`src/rtl/mem_access_unit_pkg.sv`:
```
// -----------------------------------------------------------------------------
// mem_access_unit_pkg
// Shared definitions for the memory access unit:
//   - access size encodings (f3[1:0])
//   - index of the unsigned-load bit in f3
//   - FSM state encodings (IDLE / REQ / DONE)
//   - bus width in bytes
// -----------------------------------------------------------------------------
package mem_access_unit_pkg;

   typedef logic [1:0] size_t;
   typedef logic [1:0] state_t;

   localparam size_t SIZE_BYTE = 2'b00;
   localparam size_t SIZE_HALF = 2'b01;
   localparam size_t SIZE_WORD = 2'b10;

   localparam int F3_UNSIGNED_BIT = 2;

   localparam state_t ST_IDLE = 2'd0;
   localparam state_t ST_REQ  = 2'd1;
   localparam state_t ST_DONE = 2'd2;

   localparam int BUS_BYTES = 4;

endpackage

```
`src/rtl/mem_access_unit_lane_align.sv`:
```
// -----------------------------------------------------------------------------
// mem_lane_align
// Purely combinational byte-lane steering for the memory access unit.
// Request side (live core request):
//   req_off     in   byte offset addr[1:0]
//   req_size    in   effective access size
//   wdata       in   right-aligned store data
//   be          out  byte enables
//   wdata_lanes out  store data replicated across the addressed lanes
//   misaligned  out  request is misaligned or of illegal size
// Response side (parameters latched when the bus cycle was issued):
//   rsp_off, rsp_size, rsp_unsigned  in  offset, size, zero-extend select
//   rdata_raw   in   raw bus read word
//   rdata_ext   out  shifted and sign/zero-extended load data
// -----------------------------------------------------------------------------
module mem_lane_align
   import mem_access_unit_pkg::*;
(
   input  logic [1:0]  req_off,
   input  logic [1:0]  req_size,
   input  logic [31:0] wdata,
   output logic [3:0]  be,
   output logic [31:0] wdata_lanes,
   output logic        misaligned,
   input  logic [1:0]  rsp_off,
   input  logic [1:0]  rsp_size,
   input  logic        rsp_unsigned,
   input  logic [31:0] rdata_raw,
   output logic [31:0] rdata_ext
);

   logic [31:0] shifted;

   always_comb begin
      be          = '0;
      wdata_lanes = wdata;
      misaligned  = 1'b0;
      case (req_size)
         SIZE_BYTE: begin
            be          = 4'b0001 << req_off;
            wdata_lanes = {4{wdata[7:0]}};
         end
         SIZE_HALF: begin
            be          = 4'b0011 << req_off;
            wdata_lanes = {2{wdata[15:0]}};
            misaligned  = req_off[0];
         end
         SIZE_WORD: begin
            be          = '1;
            misaligned  = |req_off;
         end
         default: misaligned = 1'b1;
      endcase
   end

   always_comb begin
      shifted   = rdata_raw >> {rsp_off, 3'b000};
      rdata_ext = shifted;
      case (rsp_size)
         SIZE_BYTE: rdata_ext = rsp_unsigned ? {24'h0, shifted[7:0]}
                                             : {{24{shifted[7]}}, shifted[7:0]};
         SIZE_HALF: rdata_ext = rsp_unsigned ? {16'h0, shifted[15:0]}
                                             : {{16{shifted[15]}}, shifted[15:0]};
         default:   rdata_ext = shifted;
      endcase
   end

endmodule

```
`src/rtl/mem_access_unit.sv`:
```
// -----------------------------------------------------------------------------
// mem_access_unit
// Turns the control unit's level-held mem_read/mem_write requests into a
// single transaction on a word-wide, byte-enabled valid/ready bus, steers
// byte lanes, extends load data and returns a one-cycle mem_complete pulse.
// Misaligned or illegal-size requests are flagged and never reach the bus.
//
// Optional feature (define MEM_ACCESS_TIMEOUT_EN): a bus watchdog aborts a
// REQ that sees no bus_ready within TIMEOUT_CYCLES cycles and pulses
// access_fault. Without it access_fault is tied 0 and REQ waits forever.
//
// Ports:
//   clk, rst_n            clock, asynchronous active-low reset
//   mem_read, mem_write   core requests (write wins if both high)
//   fetch                 instruction fetch: word, unsigned
//   f3                    [1:0] size, [2] unsigned
//   addr, wdata           byte address, right-aligned store data
//   rdata                 extended load data, held until next completion
//   mem_complete          one-cycle completion pulse
//   misaligned            combinational misalignment flag
//   access_fault          one-cycle bus timeout pulse
//   bus_addr/be/wdata     word address, byte enables, replicated store data
//   bus_read, bus_write   bus request valid
//   bus_ready, bus_rdata  bus handshake and read word (same cycle)
// -----------------------------------------------------------------------------
module mem_access_unit
   import mem_access_unit_pkg::*;
#(
   parameter int ADDR_WIDTH     = 32,
   parameter int TIMEOUT_CYCLES = 255
) (
   input  logic                  clk,
   input  logic                  rst_n,
   input  logic                  mem_read,
   input  logic                  mem_write,
   input  logic                  fetch,
   input  logic [2:0]            f3,
   input  logic [ADDR_WIDTH-1:0] addr,
   input  logic [31:0]           wdata,
   output logic [31:0]           rdata,
   output logic                  mem_complete,
   output logic                  misaligned,
   output logic                  access_fault,
   output logic [ADDR_WIDTH-1:0] bus_addr,
   output logic [3:0]            bus_be,
   output logic [31:0]           bus_wdata,
   output logic                  bus_read,
   output logic                  bus_write,
   input  logic                  bus_ready,
   input  logic [31:0]           bus_rdata
);

   state_t      state;
   logic        req_any;
   size_t       req_size;
   logic        req_unsigned;
   logic [1:0]  lat_off;
   size_t       lat_size;
   logic        lat_unsigned;
   logic        dropped;
   logic        keep;
   logic        timeout_hit;
   logic [3:0]  be_nxt;
   logic [31:0] wdata_nxt;
   logic [31:0] rdata_ext;

   assign req_any      = mem_read | mem_write;
   assign req_size     = fetch ? SIZE_WORD : f3[1:0];
   assign req_unsigned = fetch | f3[F3_UNSIGNED_BIT];

   // A request withdrawn at any point during REQ (exception redirect) still
   // finishes its bus cycle but must not signal completion or update rdata.
   assign keep = ~dropped & req_any;

   mem_lane_align u_align (
      .req_off      (addr[1:0]),
      .req_size     (req_size),
      .wdata        (wdata),
      .be           (be_nxt),
      .wdata_lanes  (wdata_nxt),
      .misaligned   (misaligned),
      .rsp_off      (lat_off),
      .rsp_size     (lat_size),
      .rsp_unsigned (lat_unsigned),
      .rdata_raw    (bus_rdata),
      .rdata_ext    (rdata_ext)
   );

`ifdef MEM_ACCESS_TIMEOUT_EN
   localparam int CNT_W = (TIMEOUT_CYCLES < 2) ? 1 : $clog2(TIMEOUT_CYCLES + 1);

   logic [CNT_W-1:0] wd_cnt;

   assign timeout_hit = (state == ST_REQ) && !bus_ready &&
                        (wd_cnt == CNT_W'(TIMEOUT_CYCLES - 1));

   // Held at zero outside REQ, so it starts from zero on every REQ entry.
   always_ff @(posedge clk or negedge rst_n) begin
      if (!rst_n) begin
         wd_cnt       <= '0;
         access_fault <= 1'b0;
      end else begin
         access_fault <= timeout_hit;
         if (state != ST_REQ)
            wd_cnt <= '0;
         else if (!bus_ready)
            wd_cnt <= wd_cnt + 1'b1;
      end
   end
`else
   logic unused_timeout;

   assign unused_timeout = ^TIMEOUT_CYCLES;
   assign timeout_hit    = 1'b0;
   assign access_fault   = 1'b0;
`endif

   always_ff @(posedge clk or negedge rst_n) begin
      if (!rst_n) begin
         state        <= ST_IDLE;
         bus_read     <= 1'b0;
         bus_write    <= 1'b0;
         bus_addr     <= '0;
         bus_be       <= '0;
         bus_wdata    <= '0;
         rdata        <= '0;
         mem_complete <= 1'b0;
         lat_off      <= '0;
         lat_size     <= SIZE_WORD;
         lat_unsigned <= 1'b0;
         dropped      <= 1'b0;
      end else begin
         mem_complete <= 1'b0;
         case (state)
            ST_IDLE: begin
               if (req_any && !misaligned) begin
                  bus_write    <= mem_write;
                  bus_read     <= ~mem_write;
                  bus_addr     <= {addr[ADDR_WIDTH-1:2], 2'b00};
                  bus_be       <= be_nxt;
                  bus_wdata    <= wdata_nxt;
                  lat_off      <= addr[1:0];
                  lat_size     <= req_size;
                  lat_unsigned <= req_unsigned;
                  dropped      <= 1'b0;
                  state        <= ST_REQ;
               end
            end
            ST_REQ: begin
               if (!req_any)
                  dropped <= 1'b1;
               if (bus_ready) begin
                  bus_read     <= 1'b0;
                  bus_write    <= 1'b0;
                  mem_complete <= keep;
                  if (keep && bus_read)
                     rdata <= rdata_ext;
                  state <= ST_DONE;
               end else if (timeout_hit) begin
                  bus_read  <= 1'b0;
                  bus_write <= 1'b0;
                  state     <= ST_IDLE;
               end
            end
            ST_DONE: state <= ST_IDLE;
            default: state <= ST_IDLE;
         endcase
      end
   end

endmodule

```
`config.mk`:
```
export PLATFORM = sky130hd
export DESIGN_NAME = mem_access_unit
export DESIGN_NICKNAME = d
export VERILOG_FILES = /design/src/rtl/mem_access_unit_pkg.sv /design/src/rtl/mem_access_unit_lane_align.sv /design/src/rtl/mem_access_unit.sv
export SDC_FILE = /design/constraint.sdc
export NUM_CORES = 1
export LEC_CHECK = 0
export ABC_AREA = 1
export CAP_MARGIN = 30
export CORE_MARGIN = 4
export CORE_UTILIZATION = 48
export DETAILED_ROUTE_END_ITERATION = 6
export HOLD_SLACK_MARGIN = 0.03
export PLACE_DENSITY = 0.95
export SYNTH_ARGS = -nofsm -noshare
export SYNTH_HDL_FRONTEND = slang
export SYNTH_SLANG_ARGS = --single-unit
```
`constraint.sdc`:
```
create_clock -name clk -period 2.3 [get_ports clk]
set_input_delay 0.23 -clock clk [delete_from_list [all_inputs] [get_ports clk]]
set_output_delay 0.23 -clock clk [all_outputs]
set_load 0.05 [all_outputs]
```
# Word level (Yosys, flattened, before mapping)
# Cells that the tools add are included.
# totals
ff_bits,109
inputBits,105
out_inout_bits,105
elab_cells,60
# op_classes
n_eq_ne,7
n_shift,3
n_mux,20
n_bitwise,5
n_reduce_logical,13
# op_table
operator,n
32-bit one-hot mux with 2 select lines,2
32-bit two-way mux,2
32-bit by 5-bit right shift with 32-bit output,1
4-bit one-hot mux with 3 select lines,1
3-bit AND reduction,3
1-bit two-way mux,7
"2-bit by 1-bit == test with 1-bit output, second input constant",3
2-bit logical NOT,3
2-bit two-way mux,3
"2-bit inequality test, second input constant",3
1-bit one-hot mux with 2 select lines,3
2-bit one-hot mux with 2 select lines,1
2-bit AND reduction,2
"1-bit by 2-bit left shift with 4-bit output, first input constant",1
"2-bit by 2-bit left shift with 4-bit output, first input constant",1
1-bit one-hot mux with 3 select lines,1
"2-bit == test, second input constant",1
1-bit logical AND,2
1-bit NOT,2
1-bit OR,2
2-bit nonzero test,1
2-bit OR reduction,1
1-bit AND,1
1-bit logical NOT,1

# Longest topological paths before layout
# Gate-level depths: netlist of the first run.
# depth
depth_word,7
mapped_depth,10
ltp_nobuf,9

# Hierarchy
# From an unflattened synthesis of the first run, not the netlist that was laid out.
# hier_totals
cells_unflattened,726
area_unflattened_um2,5851.9
# modules_own_cells
module,n_inst,cells_each,area_each_um2,seq_area_each_um2
mem_access_unit,1,476,4574.4,2728.9
mem_lane_align,1,250,1277.5,0.0

# Worst setup path before layout of the first run
# OpenSTA, ideal clock, no wires.
# synth_timing
path_kind,register to register
start,reg bus_read
end,reg rdata[27]
setup_ns,0.113
arrival_ns,1.306
required_time_ns,2.187
slack_ns,0.881
path_stages_with_launch,7
path_buffers,1
period_less_slack_ns,1.419
cell_sequence,dfrtp_1 > nand3_2 > clkbuf_1 > nor2_1 > nand3_1 > nand2_1 > inv_1
# synth_via
elab_chain_len,2
# synth_rtl
element,line_no,source
from (decl),mem_access_unit.sv:47,"output logic bus_read,"
from (signal assigned),mem_access_unit.sv:138,bus_read <= ~mem_write;
1-bit logical AND,mem_access_unit.sv:156,if (keep && bus_read)
3-bit AND reduction (no source line),--,
to (signal assigned),mem_access_unit.sv:157,rdata <= rdata_ext;
to (decl),mem_access_unit.sv:40,"output logic [31:0] rdata,"
# No other way between the ends.
# A chain may end at the register's enable or synchronous reset.

# Worst setup path after layout of the first run
# layout_timing
start,in fetch
end,reg bus_write
# layout_via
elab_chain_len,7
word_cells_on_any_way,9
classes_between,eq/ne: 3; mux: 2; reduce/logical: 4
# layout_rtl
element,line_no,source
from (decl),mem_access_unit.sv:36,"input logic fetch,"
2-bit two-way mux *,mem_access_unit.sv:68,assign req_size = fetch ? SIZE_WORD : f3[1:0];
"2-bit == test, or another cell as far along",mem_access_unit_lane_align.sv:38,case (req_size)
1-bit one-hot mux with 3 select lines *,mem_access_unit_lane_align.sv:38,
1-bit logical NOT *,mem_access_unit.sv:136,if (req_any && !misaligned) begin
1-bit logical AND *,mem_access_unit.sv:136,
2-bit inequality test (no source line) *,--,
3-bit AND reduction (no source line) *,--,
to (signal assigned),mem_access_unit.sv:137,bus_write <= mem_write;
to (decl),mem_access_unit.sv:48,"output logic bus_write,"
# Every way passes the cells marked *; elsewhere a longest branch is shown, timed or not.

==> impl_metrics.xml, run 1 <==
<?xml version="1.0" encoding="UTF-8"?>
<metrics>
  <group name="run_status">
    <metric name="status" unit="">complete, no violations</metric>
  </group>
  <group name="global_route">
    <metric name="global_route.usage.met3" unit="%">8.895</metric>
    <metric name="grt_first_pass_wirelength" unit="mm">26.52</metric>
    <metric name="grt_antenna_before_repair" unit="">0</metric>
    <metric name="globalRouteTotalUtil" unit="%">25.14</metric>
    <metric name="largest_net_degree_at_the_start_of_global_routing" unit="">72</metric>
    <metric name="grtUsageMet1" unit="%">30.46</metric>
    <metric name="globalRouteMet2Util" unit="%">42.32</metric>
    <metric name="grt_pass1_vias" unit="">5480</metric>
    <metric name="busiest_layer" unit="">met2</metric>
    <metric name="global_route.overflow_total" unit="">0</metric>
  </group>
  <group name="synth">
    <metric name="synth.yosys.seq_area_share" unit="%">49.76</metric>
    <metric name="synth_most_common_cell" unit="">sky130_fd_sc_hd__nand2_1</metric>
    <metric name="ys_types" unit="">28</metric>
    <metric name="biggest_area_consumer_among_synthesized_cells" unit="">sky130_fd_sc_hd__dfrtp_1</metric>
    <metric name="synthesis.yosys.warnings" unit="">0</metric>
    <metric name="synth-edff-count" unit="">0</metric>
    <metric name="ys_async_sr_fraction" unit="%">100.0</metric>
    <metric name="post_synth_instance_area" unit="sq mm">0.005484</metric>
    <metric name="postSynthRegisterBits" unit="">109</metric>
    <metric name="yosys-top-cells-area" unit="">sky130_fd_sc_hd__dfrtp_1 (49%), sky130_fd_sc_hd__nand2_1 (22%), sky130_fd_sc_hd__inv_1 (4.2%)</metric>
    <metric name="synthFlopType" unit="">sky130_fd_sc_hd__dfrtp_1</metric>
    <metric name="synth_largest_type_area_fraction" unit="%">49.28</metric>
    <metric name="top_cell_types_by_occurrence_after_synthesis" unit="">sky130_fd_sc_hd__nand2_1 (320), sky130_fd_sc_hd__dfrtp_1 (108), sky130_fd_sc_hd__inv_1 (61)</metric>
    <metric name="average_cell_area_after_synthesis" unit="sq um">7.471</metric>
    <metric name="synth_cells" unit="">734</metric>
  </group>
  <group name="sta">
    <metric name="rsz_0062_raised_after_global_routing" unit="">false</metric>
    <metric name="hold_ws" unit="ns">0.4168</metric>
    <metric name="final-max-slew-violation-count" unit="">0</metric>
    <metric name="final-hold-violation-count" unit="">0</metric>
    <metric name="final.min_clock_period" unit="ns">1.799</metric>
    <metric name="fin_crit_sh" unit="%">78.23</metric>
    <metric name="fin_tns_setup" unit="ns">0</metric>
    <metric name="headroom_to_the_max_slew_limit" unit="%">54.64</metric>
    <metric name="skew" unit="ns">0.007940</metric>
    <metric name="finalSetupViolations" unit="">0</metric>
    <metric name="max_slew.worst_pin.slew" unit="ns">0.6804</metric>
    <metric name="fmax" unit="MHz">555.8</metric>
  </group>
  <group name="worst_setup_path">
    <metric name="timing.setup.critical_path_class" unit="">primary input to flop</metric>
    <metric name="end_kind" unit="">flop</metric>
    <metric name="critical_path_arrival" unit="ns">2.03</metric>
    <metric name="cp_slowest_cell" unit="">sky130_fd_sc_hd__buf_4</metric>
    <metric name="critPathLaunchType" unit="">primary input</metric>
    <metric name="cp_max_fo" unit="">71</metric>
    <metric name="critPathRequiredTime" unit="ns">2.54</metric>
    <metric name="timing.critical_path.slowest_cell_delay" unit="ns">0.55</metric>
    <metric name="cell_by_cell_listing_of_the_critical_path" unit="">clkdlybuf4s50_1 -&gt; inv_2 -&gt; nand2_2 -&gt; nor2_1 -&gt; nand2_1 -&gt; nand3_4 -&gt; buf_4 -&gt; nand2_1 -&gt; nand2_1 -&gt; inv_1</metric>
    <metric name="crit_top_cell" unit="">sky130_fd_sc_hd__nand2_1</metric>
    <metric name="reg2reg_depth" unit="">9</metric>
  </group>
  <group name="layout">
    <metric name="antenna_cells" unit="">0</metric>
    <metric name="nFillCells" unit="">843</metric>
    <metric name="layout.nets" unit="">1033</metric>
    <metric name="layout-area-overhead-vs-synth" unit="%">44.22</metric>
    <metric name="drive_gt1_share" unit="%">5.145</metric>
  </group>
  <group name="cts">
    <metric name="clk_root_buffer_cell" unit="">sky130_fd_sc_hd__clkbuf_16</metric>
    <metric name="cts_resized" unit="">0</metric>
    <metric name="clock_tree_from_tritoncts" unit="">built</metric>
    <metric name="clk_latency_worst_skew_pair" unit="ns">0.34</metric>
    <metric name="clock_sinks" unit="">109</metric>
    <metric name="clk_pin_slew" unit="ns">0.08</metric>
    <metric name="cts_buffers" unit="">9</metric>
    <metric name="cts_max_path_buffers" unit="">2</metric>
    <metric name="cts_max_level" unit="">3</metric>
  </group>
  <group name="detailed_routing">
    <metric name="drt_iter0_markers" unit="">472</metric>
    <metric name="wl" unit="mm">16.43</metric>
    <metric name="routed_via_density" unit="">5.158</metric>
    <metric name="route.vias.total" unit="">5534</metric>
    <metric name="wl_per_cell" unit="um">15.31</metric>
    <metric name="final_antenna_net_count" unit="">0</metric>
    <metric name="drcViolationCount" unit="">0</metric>
    <metric name="drt-pass1-iter-count" unit="">6</metric>
  </group>
  <group name="pwr">
    <metric name="power_density" unit="mW/mm^2">1340</metric>
    <metric name="leakagePower" unit="nW">4.012</metric>
    <metric name="vdd_ir_drop_max" unit="mV">0.8400</metric>
  </group>
  <group name="hold_path">
    <metric name="hp-class" unit="">primary input to flop</metric>
    <metric name="whs_path_depth" unit="">3</metric>
  </group>
  <group name="die">
    <metric name="ios" unit="">210</metric>
    <metric name="dieArea" unit="sq mm">0.01320</metric>
    <metric name="fp.coreArea" unit="sq mm">0.01103</metric>
    <metric name="die_h" unit="um">114.9</metric>
    <metric name="die_x" unit="um">114.9</metric>
    <metric name="initial_core_util" unit="%">49.72</metric>
    <metric name="std_cell_rows" unit="">38</metric>
  </group>
  <group name="placed_design">
    <metric name="place.gp.congestion" unit="">0.8849</metric>
    <metric name="dp_hpwl" unit="mm">12.23</metric>
    <metric name="buffer_ports.inserted" unit="">206</metric>
  </group>
  <group name="run">
    <metric name="max_cap_violations" unit="">0</metric>
  </group>
</metrics>
## registers in the layout, indices dropped and copies added (netlist names), 2 cells and up
name	cells
lat_off	2
state	2
bus_be	4
bus_addr	30
bus_wdata	32
lat_size	2
rdata	32
## final cells by class
type | count | area, sq um | share of cell area (%)
sequential | 109 | 2729 | 34.50
multi-input combinational | 519 | 2241 | 28.33
timing repair buffer | 222 | 2230 | 28.19
inverter | 67 | 251.5 | 3.180
clock buffer | 10 | 229.0 | 2.895
tap | 140 | 175.2 | 2.215
clock inverter | 6 | 53.80 | 0.6803
## layout by cell type, fill, tap and decap left out, drive strengths merged, types with 2 or more instances in the layout
cell type and count:
clkbuf 10, buf 17, dfrtp 108, nand3 30
nand2 321, nor3 3, clkinv 2, or2 16
a211oi 7, nor2 62, clkdlybuf4s50 204, a21oi 15
conb 3, o21ai 44, inv 70, o211ai 16
## final timing paths
kind	end	start	slack (ns)
max	bus_write	fetch	0.50
min	bus_addr[26]	addr[26]	0.42
max reg2reg	rdata[30]	lat_off[0]	0.55
min reg2reg	mem_complete	dropped	0.47
max in group asynchronous	bus_wdata[21]	rst_n	1.16
min in group asynchronous	rdata[13]	rst_n	0.44
## through the flow
stage / power, mW / area, sq um / util [%] / setup slack, ns / instances
floorplan: 6.993 / 5492 / - / 0.8809 / 736
global placement: 9.024 / 7616 / 69.04 / 0.2147 / 1056
detailed placement: 9.137 / 7616 / 69.04 / 0.1456 / 1056
CTS: 10.66 / 7909 / 71.70 / 0.4821 / 1073
global route: 11.20 / 7909 / 71.70 / 0.3408 / 1073
finish: 10.60 / 7909 / 71.70 / 0.5008 / 1073
## timing repair
item                      in CTS  in global routing
hold buffers                   1                  0
setup buffers                  0                  0
hold endpoints to repair      41                  0
## kinds of logic after synthesis
| group | after synthesis | share of synthesized area (%) |
|---|---|---|
| and+or+nand+nor | 432 | 31.69 |
| DFF | 109 | 49.76 |
| buffers and inverters | 108 | 9.651 |
| AOI/OAI and AO/OA | 84 | 8.830 |
| other | 1 | 0.06838 |
## power by group
part,switching [mW],total [mW],internal [mW]
combinational,4.04,5.99,1.96
sequential,0.468,3.13,2.66
clock,0.725,1.48,0.756
total,5.23,10.6,5.37
## worst max-delay path: cells and delay by family
| kind | cells | cell delay (ns) |
|---|---|---|
| buf+inv | 4 | 1.16 |
| simple gates | 6 | 0.62 |
## routing by layer
metal / wire (um) / up-vias / part of all wire [%]
met2: 7902 / 290 / 48
met5: 0 / - / 0
li1: - / 2643 / -
met1: 6165 / 2571 / 38
met3: 2000 / 30 / 12
met4: 357 / 0 / 2.2
Note: power is estimated with default switching activity, not from simulation.
==> run 2: changes to the inputs <==
Settings changed: CORE_UTILIZATION 48 to 40, PLACE_DENSITY 0.95 to 0.88.
Clock period 2.3 ns to 1.6 ns, I/O delays scaled along.
==> run 2 against run 1 <==
Against the previous run: sequential share of layout area is 0.16 points lower; largest power group unchanged; count of clock-buffer cells in the layout is 1 higher; first-iteration DRC count is 6.1% lower.
==> impl_metrics.xml, run 2 (synthesis gave the netlist of run 1 again) <==
<?xml version="1.0" encoding="UTF-8"?>
<metrics>
  <group name="sta">
    <metric name="fmax" unit="MHz">654.6</metric>
    <metric name="fin_crit_sh" unit="%">95.48</metric>
    <metric name="final.min_clock_period" unit="ns">1.528</metric>
    <metric name="fin_tns_setup" unit="ns">0</metric>
    <metric name="final-hold-violation-count" unit="">0</metric>
    <metric name="rsz_0062_raised_after_global_routing" unit="">false</metric>
    <metric name="skew" unit="ns">0.006199</metric>
    <metric name="final-max-slew-violation-count" unit="">0</metric>
    <metric name="finalSetupViolations" unit="">0</metric>
  </group>
  <group name="die">
    <metric name="dieArea" unit="sq mm">0.01565</metric>
    <metric name="fp.coreArea" unit="sq mm">0.01335</metric>
    <metric name="std_cell_rows" unit="">42</metric>
    <metric name="die_x" unit="um">125.1</metric>
    <metric name="ios" unit="">210</metric>
    <metric name="initial_core_util" unit="%">41.09</metric>
    <metric name="die_h" unit="um">125.1</metric>
  </group>
  <group name="pwr">
    <metric name="power.share.clock" unit="%">14.4</metric>
    <metric name="leakagePower" unit="nW">4.280</metric>
    <metric name="seqPwrFrac" unit="%">30.2</metric>
    <metric name="totalPowerFinal" unit="mW">14.94</metric>
    <metric name="p_switching" unit="mW">7.444</metric>
    <metric name="power.share.switching" unit="%">49.81</metric>
    <metric name="power.combinational.fraction" unit="%">55.4</metric>
    <metric name="vdd_ir_drop_max" unit="mV">1.094</metric>
    <metric name="power_density" unit="mW/mm^2">1881</metric>
    <metric name="internal-power" unit="mW">7.500</metric>
  </group>
  <group name="worst_setup_path">
    <metric name="critPathLaunchType" unit="">primary input</metric>
    <metric name="critical_path.reg2reg.startpoint" unit="">lat_size[1]</metric>
    <metric name="critPathRequiredTime" unit="ns">1.44</metric>
    <metric name="setup.reg_to_reg.worst_slack" unit="ns">0.20</metric>
    <metric name="end_kind" unit="">output port</metric>
    <metric name="critical_path_arrival" unit="ns">1.37</metric>
    <metric name="timing.rr.end" unit="">rdata[17]</metric>
    <metric name="cp_max_fo" unit="">4</metric>
    <metric name="reg2reg_depth" unit="">8</metric>
    <metric name="timing.setup.critical_path_class" unit="">primary input to output port</metric>
  </group>
  <group name="cts">
    <metric name="cts_buffers" unit="">9</metric>
    <metric name="clk_latency_worst_skew_pair" unit="ns">0.35</metric>
    <metric name="postCtsSetupRepairBufs" unit="">0</metric>
    <metric name="cts_max_level" unit="">3</metric>
    <metric name="clock_tree_from_tritoncts" unit="">built</metric>
    <metric name="cts_max_path_buffers" unit="">2</metric>
    <metric name="clk_pin_slew" unit="ns">0.07</metric>
    <metric name="clock_sinks" unit="">109</metric>
    <metric name="clk_root_buffer_cell" unit="">sky130_fd_sc_hd__clkbuf_16</metric>
  </group>
  <group name="layout">
    <metric name="drive_gt1_share" unit="%">18.50</metric>
    <metric name="count_of_non_filler_cells_in_the_finished_layout" unit="">1133</metric>
    <metric name="most_common_library_cell_in_the_layout_ignoring_fill_and_taps" unit="">sky130_fd_sc_hd__nand2_1</metric>
    <metric name="antenna_cells" unit="">0</metric>
    <metric name="layout-area-overhead-vs-synth" unit="%">44.90</metric>
    <metric name="layout.cells.most_common_list" unit="">sky130_fd_sc_hd__nand2_1 (318), sky130_fd_sc_hd__buf_4 (134), sky130_fd_sc_hd__dfrtp_1 (108)</metric>
    <metric name="layout.nets" unit="">1057</metric>
    <metric name="largestRegisters" unit="">bus_wdata (32), rdata (32), bus_addr (30)</metric>
  </group>
  <group name="detailed_routing">
    <metric name="wl_per_cell" unit="um">13.97</metric>
    <metric name="drt_iter0_markers" unit="">443</metric>
    <metric name="drcViolationCount" unit="">0</metric>
    <metric name="route.vias.total" unit="">5445</metric>
    <metric name="final_antenna_net_count" unit="">0</metric>
    <metric name="wl" unit="mm">15.83</metric>
    <metric name="routed_via_density" unit="">4.806</metric>
    <metric name="drt-pass1-iter-count" unit="">5</metric>
  </group>
  <group name="placed_design">
    <metric name="buffer_ports.inserted" unit="">206</metric>
    <metric name="dp_hpwl" unit="mm">12.34</metric>
    <metric name="post-place-cells" unit="">1116</metric>
    <metric name="place.gp.congestion" unit="">0.9208</metric>
  </group>
  <group name="global_route">
    <metric name="globalRouteTotalUtil" unit="%">20.24</metric>
    <metric name="grt_first_pass_wirelength" unit="mm">25.76</metric>
    <metric name="largest_net_degree_at_the_start_of_global_routing" unit="">62</metric>
    <metric name="grt_pass1_vias" unit="">5151</metric>
    <metric name="grt_antenna_before_repair" unit="">0</metric>
    <metric name="global_route.overflow_total" unit="">0</metric>
  </group>
  <group name="hold_path">
    <metric name="hp-class" unit="">primary input to asynchronous set/reset pin</metric>
  </group>
  <group name="run_status">
    <metric name="status" unit="">complete, no violations</metric>
  </group>
  <group name="run">
    <metric name="max_cap_violations" unit="">0</metric>
  </group>
</metrics>
## run 2: cell types whose count changed in the layout (fill, tap and decap cells not counted), sizes merged
cell,previous run,this run
clkdlybuf4s50,204,102
inv,70,67
clkinv,2,4
clkbuf,10,11
buf,17,142
dlygate4sd2,0,1
## run 2: area by class of cell
cell class,instances,area [sq um]
fill,1223,5401
clock buffer,11,252.7
sequential,109,2729
tap,176,220.2
clock inverter,5,35.03
timing repair buffer,246,2197
multi-input combinational,519,2261
inverter,67,251.5
## run 2: metal layers
metal	up-vias	track usage, %	share of wire (%)
met3	24	5.586	8.7
li1	2701	-	-
met1	2489	25.80	42
met5	-	0	0
met4	0	7.207	2.2
met2	231	33.25	47
## run 2: worst max-delay path, cell delays in order
cell,delay (ns)
sky130_fd_sc_hd__clkdlybuf4s50_1,0.50
sky130_fd_sc_hd__nand2_2,0.09
sky130_fd_sc_hd__nor2_2,0.13
sky130_fd_sc_hd__nand2_2,0.09
sky130_fd_sc_hd__buf_4,0.14
sky130_fd_sc_hd__nand2_1,0.10
sky130_fd_sc_hd__buf_12,0.15
## run 2: what timing repair did
action / 4_1_cts / 5_1_grt
gates resized for setup: 1 / 6
cloned: 0 / 0
setup endpoints to repair: 1 / 12
hold buffers: 1 / 0
pin swaps: 0 / 2
endpoints found under the hold margin: 108 / 0
## run 2: per-stage QoR
step / setup WS [ns] / utilization, % / hold WS (ns) / cell area, sq um
5_1_grt: 0.004520 / 59.53 / 0.1953 / 7946
6_report: 0.07226 / 59.53 / 0.1917 / 7946
4_1_cts: 0.004593 / 59.36 / 0.1803 / 7923
3_5_place_dp: -0.1875 / 57.13 / 0.009924 / 7626
2_1_floorplan: 0.1809 / - / -0.1356 / 5492
3_3_place_gp: -0.1447 / 57.13 / 0.007778 / 7626
## run 2: how the worst max path moves through the flow
stage / cells past startpoint / startpoint / end
final: 7 / f3[0] / misaligned
after global routing: 7 / f3[0] / misaligned
after global placement: 10 / fetch / bus_write
after CTS: 7 / f3[0] / misaligned
after floorplan: 6 / bus_read / rdata[27]
after detailed placement: 8 / fetch / bus_wdata[20]
## run 2: power groups by stage
stage	logic (mW)	registers, mW	clock network, mW
after CTS	8.32	4.52	2.22
after global placement	8.19	4.52	0
after detailed placement	8.31	4.53	0
final	8.28	4.51	2.16
after global routing	8.85	4.66	2.30
after floorplan	2.09	7.97	0
==> run 3: changes to the inputs <==
Settings changed: CORE_MARGIN 4 to 8.
==> run 3 against run 2 <==
Against the previous run: sequential power hardly changed; maximum frequency grew 1.4%; total power is 1.7% higher; design area about the same; critical path type unchanged; sequential share of layout area about the same; global-route usage is 0.61 points lower; critical endpoint unchanged; worst setup slack improved by 0.020 ns; first-iteration DRC count down 33%; flip-flop and latch count is the same; highest routed layer unchanged; final cell count shrank 0.35%.
==> impl_metrics.xml, run 3 (synthesis gave the netlist of run 1 again) <==
<?xml version="1.0" encoding="UTF-8"?>
<metrics>
  <group name="worst_setup_path">
    <metric name="critical_path.n_buffers_inverters" unit="">3</metric>
    <metric name="critPathRequiredTime" unit="ns">1.44</metric>
    <metric name="crit_top_cell" unit="">sky130_fd_sc_hd__nand2_2</metric>
    <metric name="critical_path_arrival" unit="ns">1.35</metric>
    <metric name="cell_by_cell_listing_of_the_critical_path" unit="">clkdlybuf4s50_1 -&gt; inv_2 -&gt; nand2_2 -&gt; nand3_1 -&gt; nand2_1 -&gt; nand2_2 -&gt; buf_12</metric>
    <metric name="cp_slowest_cell" unit="">sky130_fd_sc_hd__clkdlybuf4s50_1</metric>
    <metric name="setup.reg_to_reg.worst_slack" unit="ns">0.13</metric>
    <metric name="end_kind" unit="">output port</metric>
    <metric name="timing.critical_path.slowest_cell_delay" unit="ns">0.57</metric>
    <metric name="timing.setup.critical_path_class" unit="">primary input to output port</metric>
    <metric name="timing.critical_path.max_delay_family" unit="">buffers and inverters</metric>
    <metric name="cp_max_fo" unit="">4</metric>
    <metric name="critPathLaunchType" unit="">primary input</metric>
  </group>
  <group name="die">
    <metric name="initial_core_util" unit="%">41.25</metric>
    <metric name="die_x" unit="um">133.1</metric>
    <metric name="ios" unit="">210</metric>
    <metric name="dieArea" unit="sq mm">0.01771</metric>
    <metric name="fp.coreArea" unit="sq mm">0.01330</metric>
    <metric name="std_cell_rows" unit="">42</metric>
    <metric name="die_h" unit="um">133.1</metric>
  </group>
  <group name="pwr">
    <metric name="leakagePower" unit="nW">4.269</metric>
    <metric name="seqPwrFrac" unit="%">29.8</metric>
    <metric name="power.share.clock" unit="%">14.7</metric>
    <metric name="vdd_ir_drop_max" unit="mV">1.170</metric>
    <metric name="power.share.switching" unit="%">49.62</metric>
    <metric name="power_density" unit="mW/mm^2">1912</metric>
    <metric name="internal-power" unit="mW">7.655</metric>
    <metric name="power.combinational.fraction" unit="%">55.6</metric>
    <metric name="totalPowerFinal" unit="mW">15.19</metric>
    <metric name="p_switching" unit="mW">7.539</metric>
  </group>
  <group name="hold_path">
    <metric name="hp-class" unit="">primary input to asynchronous set/reset pin</metric>
  </group>
  <group name="detailed_routing">
    <metric name="wl_per_cell" unit="um">15.54</metric>
    <metric name="drt-pass1-iter-count" unit="">5</metric>
    <metric name="routed_via_density" unit="">4.876</metric>
    <metric name="drt_iter0_markers" unit="">298</metric>
    <metric name="route.vias.total" unit="">5505</metric>
    <metric name="drcViolationCount" unit="">0</metric>
    <metric name="final_antenna_net_count" unit="">0</metric>
    <metric name="wl" unit="mm">17.55</metric>
  </group>
  <group name="sta">
    <metric name="skew" unit="ns">0.004404</metric>
    <metric name="worst_setup_slack_after_layout" unit="ns">0.09268</metric>
    <metric name="final-max-slew-violation-count" unit="">0</metric>
    <metric name="final.min_clock_period" unit="ns">1.507</metric>
    <metric name="fin_tns_setup" unit="ns">0</metric>
    <metric name="rsz_0062_raised_after_global_routing" unit="">false</metric>
    <metric name="final-hold-violation-count" unit="">0</metric>
    <metric name="finalSetupViolations" unit="">0</metric>
    <metric name="fmax" unit="MHz">663.4</metric>
    <metric name="fin_crit_sh" unit="%">94.21</metric>
  </group>
  <group name="global_route">
    <metric name="global_route.overflow_total" unit="">0</metric>
    <metric name="grt_first_pass_wirelength" unit="mm">28.20</metric>
    <metric name="grt_pass1_vias" unit="">5647</metric>
    <metric name="largest_net_degree_at_the_start_of_global_routing" unit="">96</metric>
    <metric name="globalRouteTotalUtil" unit="%">19.63</metric>
    <metric name="grt_antenna_before_repair" unit="">0</metric>
  </group>
  <group name="layout">
    <metric name="final_core_density" unit="%">59.79</metric>
    <metric name="layout-area-overhead-vs-synth" unit="%">44.95</metric>
    <metric name="most_common_library_cell_in_the_layout_ignoring_fill_and_taps" unit="">sky130_fd_sc_hd__nand2_1</metric>
    <metric name="nFillCells" unit="">1189</metric>
    <metric name="antenna_cells" unit="">0</metric>
    <metric name="layout.cells.most_common_list" unit="">sky130_fd_sc_hd__nand2_1 (317), sky130_fd_sc_hd__buf_4 (130), sky130_fd_sc_hd__dfrtp_1 (107)</metric>
    <metric name="count_of_non_filler_cells_in_the_finished_layout" unit="">1129</metric>
    <metric name="drive_gt1_share" unit="%">18.15</metric>
    <metric name="largestRegisters" unit="">bus_wdata (32), rdata (32), bus_addr (30)</metric>
    <metric name="layout.nets" unit="">1053</metric>
  </group>
  <group name="cts">
    <metric name="cts_max_path_buffers" unit="">2</metric>
    <metric name="cts_max_level" unit="">3</metric>
    <metric name="clk_root_buffer_cell" unit="">sky130_fd_sc_hd__clkbuf_16</metric>
    <metric name="clock_tree_from_tritoncts" unit="">built</metric>
    <metric name="clock_sinks" unit="">109</metric>
    <metric name="clk_pin_slew" unit="ns">0.07</metric>
    <metric name="cts_buffers" unit="">9</metric>
    <metric name="clk_latency_worst_skew_pair" unit="ns">0.35</metric>
  </group>
  <group name="run">
    <metric name="max_cap_violations" unit="">0</metric>
  </group>
  <group name="run_status">
    <metric name="status" unit="">complete, no violations</metric>
  </group>
  <group name="placed_design">
    <metric name="dp_hpwl" unit="mm">13.33</metric>
    <metric name="buffer_ports.inserted" unit="">206</metric>
    <metric name="detailedPlace.worstSlack" unit="ns">-0.2603</metric>
    <metric name="post-place-cells" unit="">1111</metric>
    <metric name="place.gp.congestion" unit="">0.8567</metric>
  </group>
</metrics>
run 3: what timing repair did:
item	CTS	global route
hold endpoints to repair	108	0
gates resized for setup	0	9
setup endpoints to repair	0	46
buffers inserted	0	0
hold buffers	1	0
run 3: layout make-up:
type,instances,area (sq um),area share [%]
inverters,67,256.5,3.227
flip-flops and latches,109,2730,34.35
clock inverters,4,47.55,0.5981
multi-input cells,519,2258,28.41
clock buffers,12,246.5,3.101
repair buffers,242,2190,27.55
well taps,176,220.2,2.770
run 3: power groups by stage:
stage	sequential [mW]	combinational, mW	clock, mW
floorplan	7.97	2.09	0
global placement	4.50	8.32	0
detailed placement	4.53	8.45	0
CTS	4.52	8.45	2.29
global route	4.65	9.02	2.41
finish	4.52	8.44	2.23
run 3: through the flow:
step | hold WS (ns) | instance area (sq um)
floorplan | -0.1356 | 5492
global placement | 0.02202 | 7589
detailed placement | 0.01879 | 7589
CTS | 0.1934 | 7893
global route | 0.2339 | 7949
finish | 0.2073 | 7949
run 3: metal layers:
metal | GRT usage, % | vias up | share of wire (%) | wire length, um
li1 | - | 2685 | - | -
met1 | 23.43 | 2562 | 42 | 7303
met2 | 31.69 | 233 | 47 | 8189
met3 | 7.744 | 25 | 9.8 | 1719
met4 | 6.613 | 0 | 1.9 | 337
met5 | 0 | - | 0 | 0
run 3: final timing paths:
check                      cells after the start         start      endpoint
max in group asynchronous                      3         rst_n  bus_wdata[6]
setup reg to reg                               8    lat_off[0]     rdata[22]
setup / recovery                               7         fetch    misaligned
hold reg to reg                                2  bus_addr[15]  bus_addr[15]
hold / removal                                 2         rst_n      rdata[3]
min in group clk                               3       addr[7]   bus_addr[7]
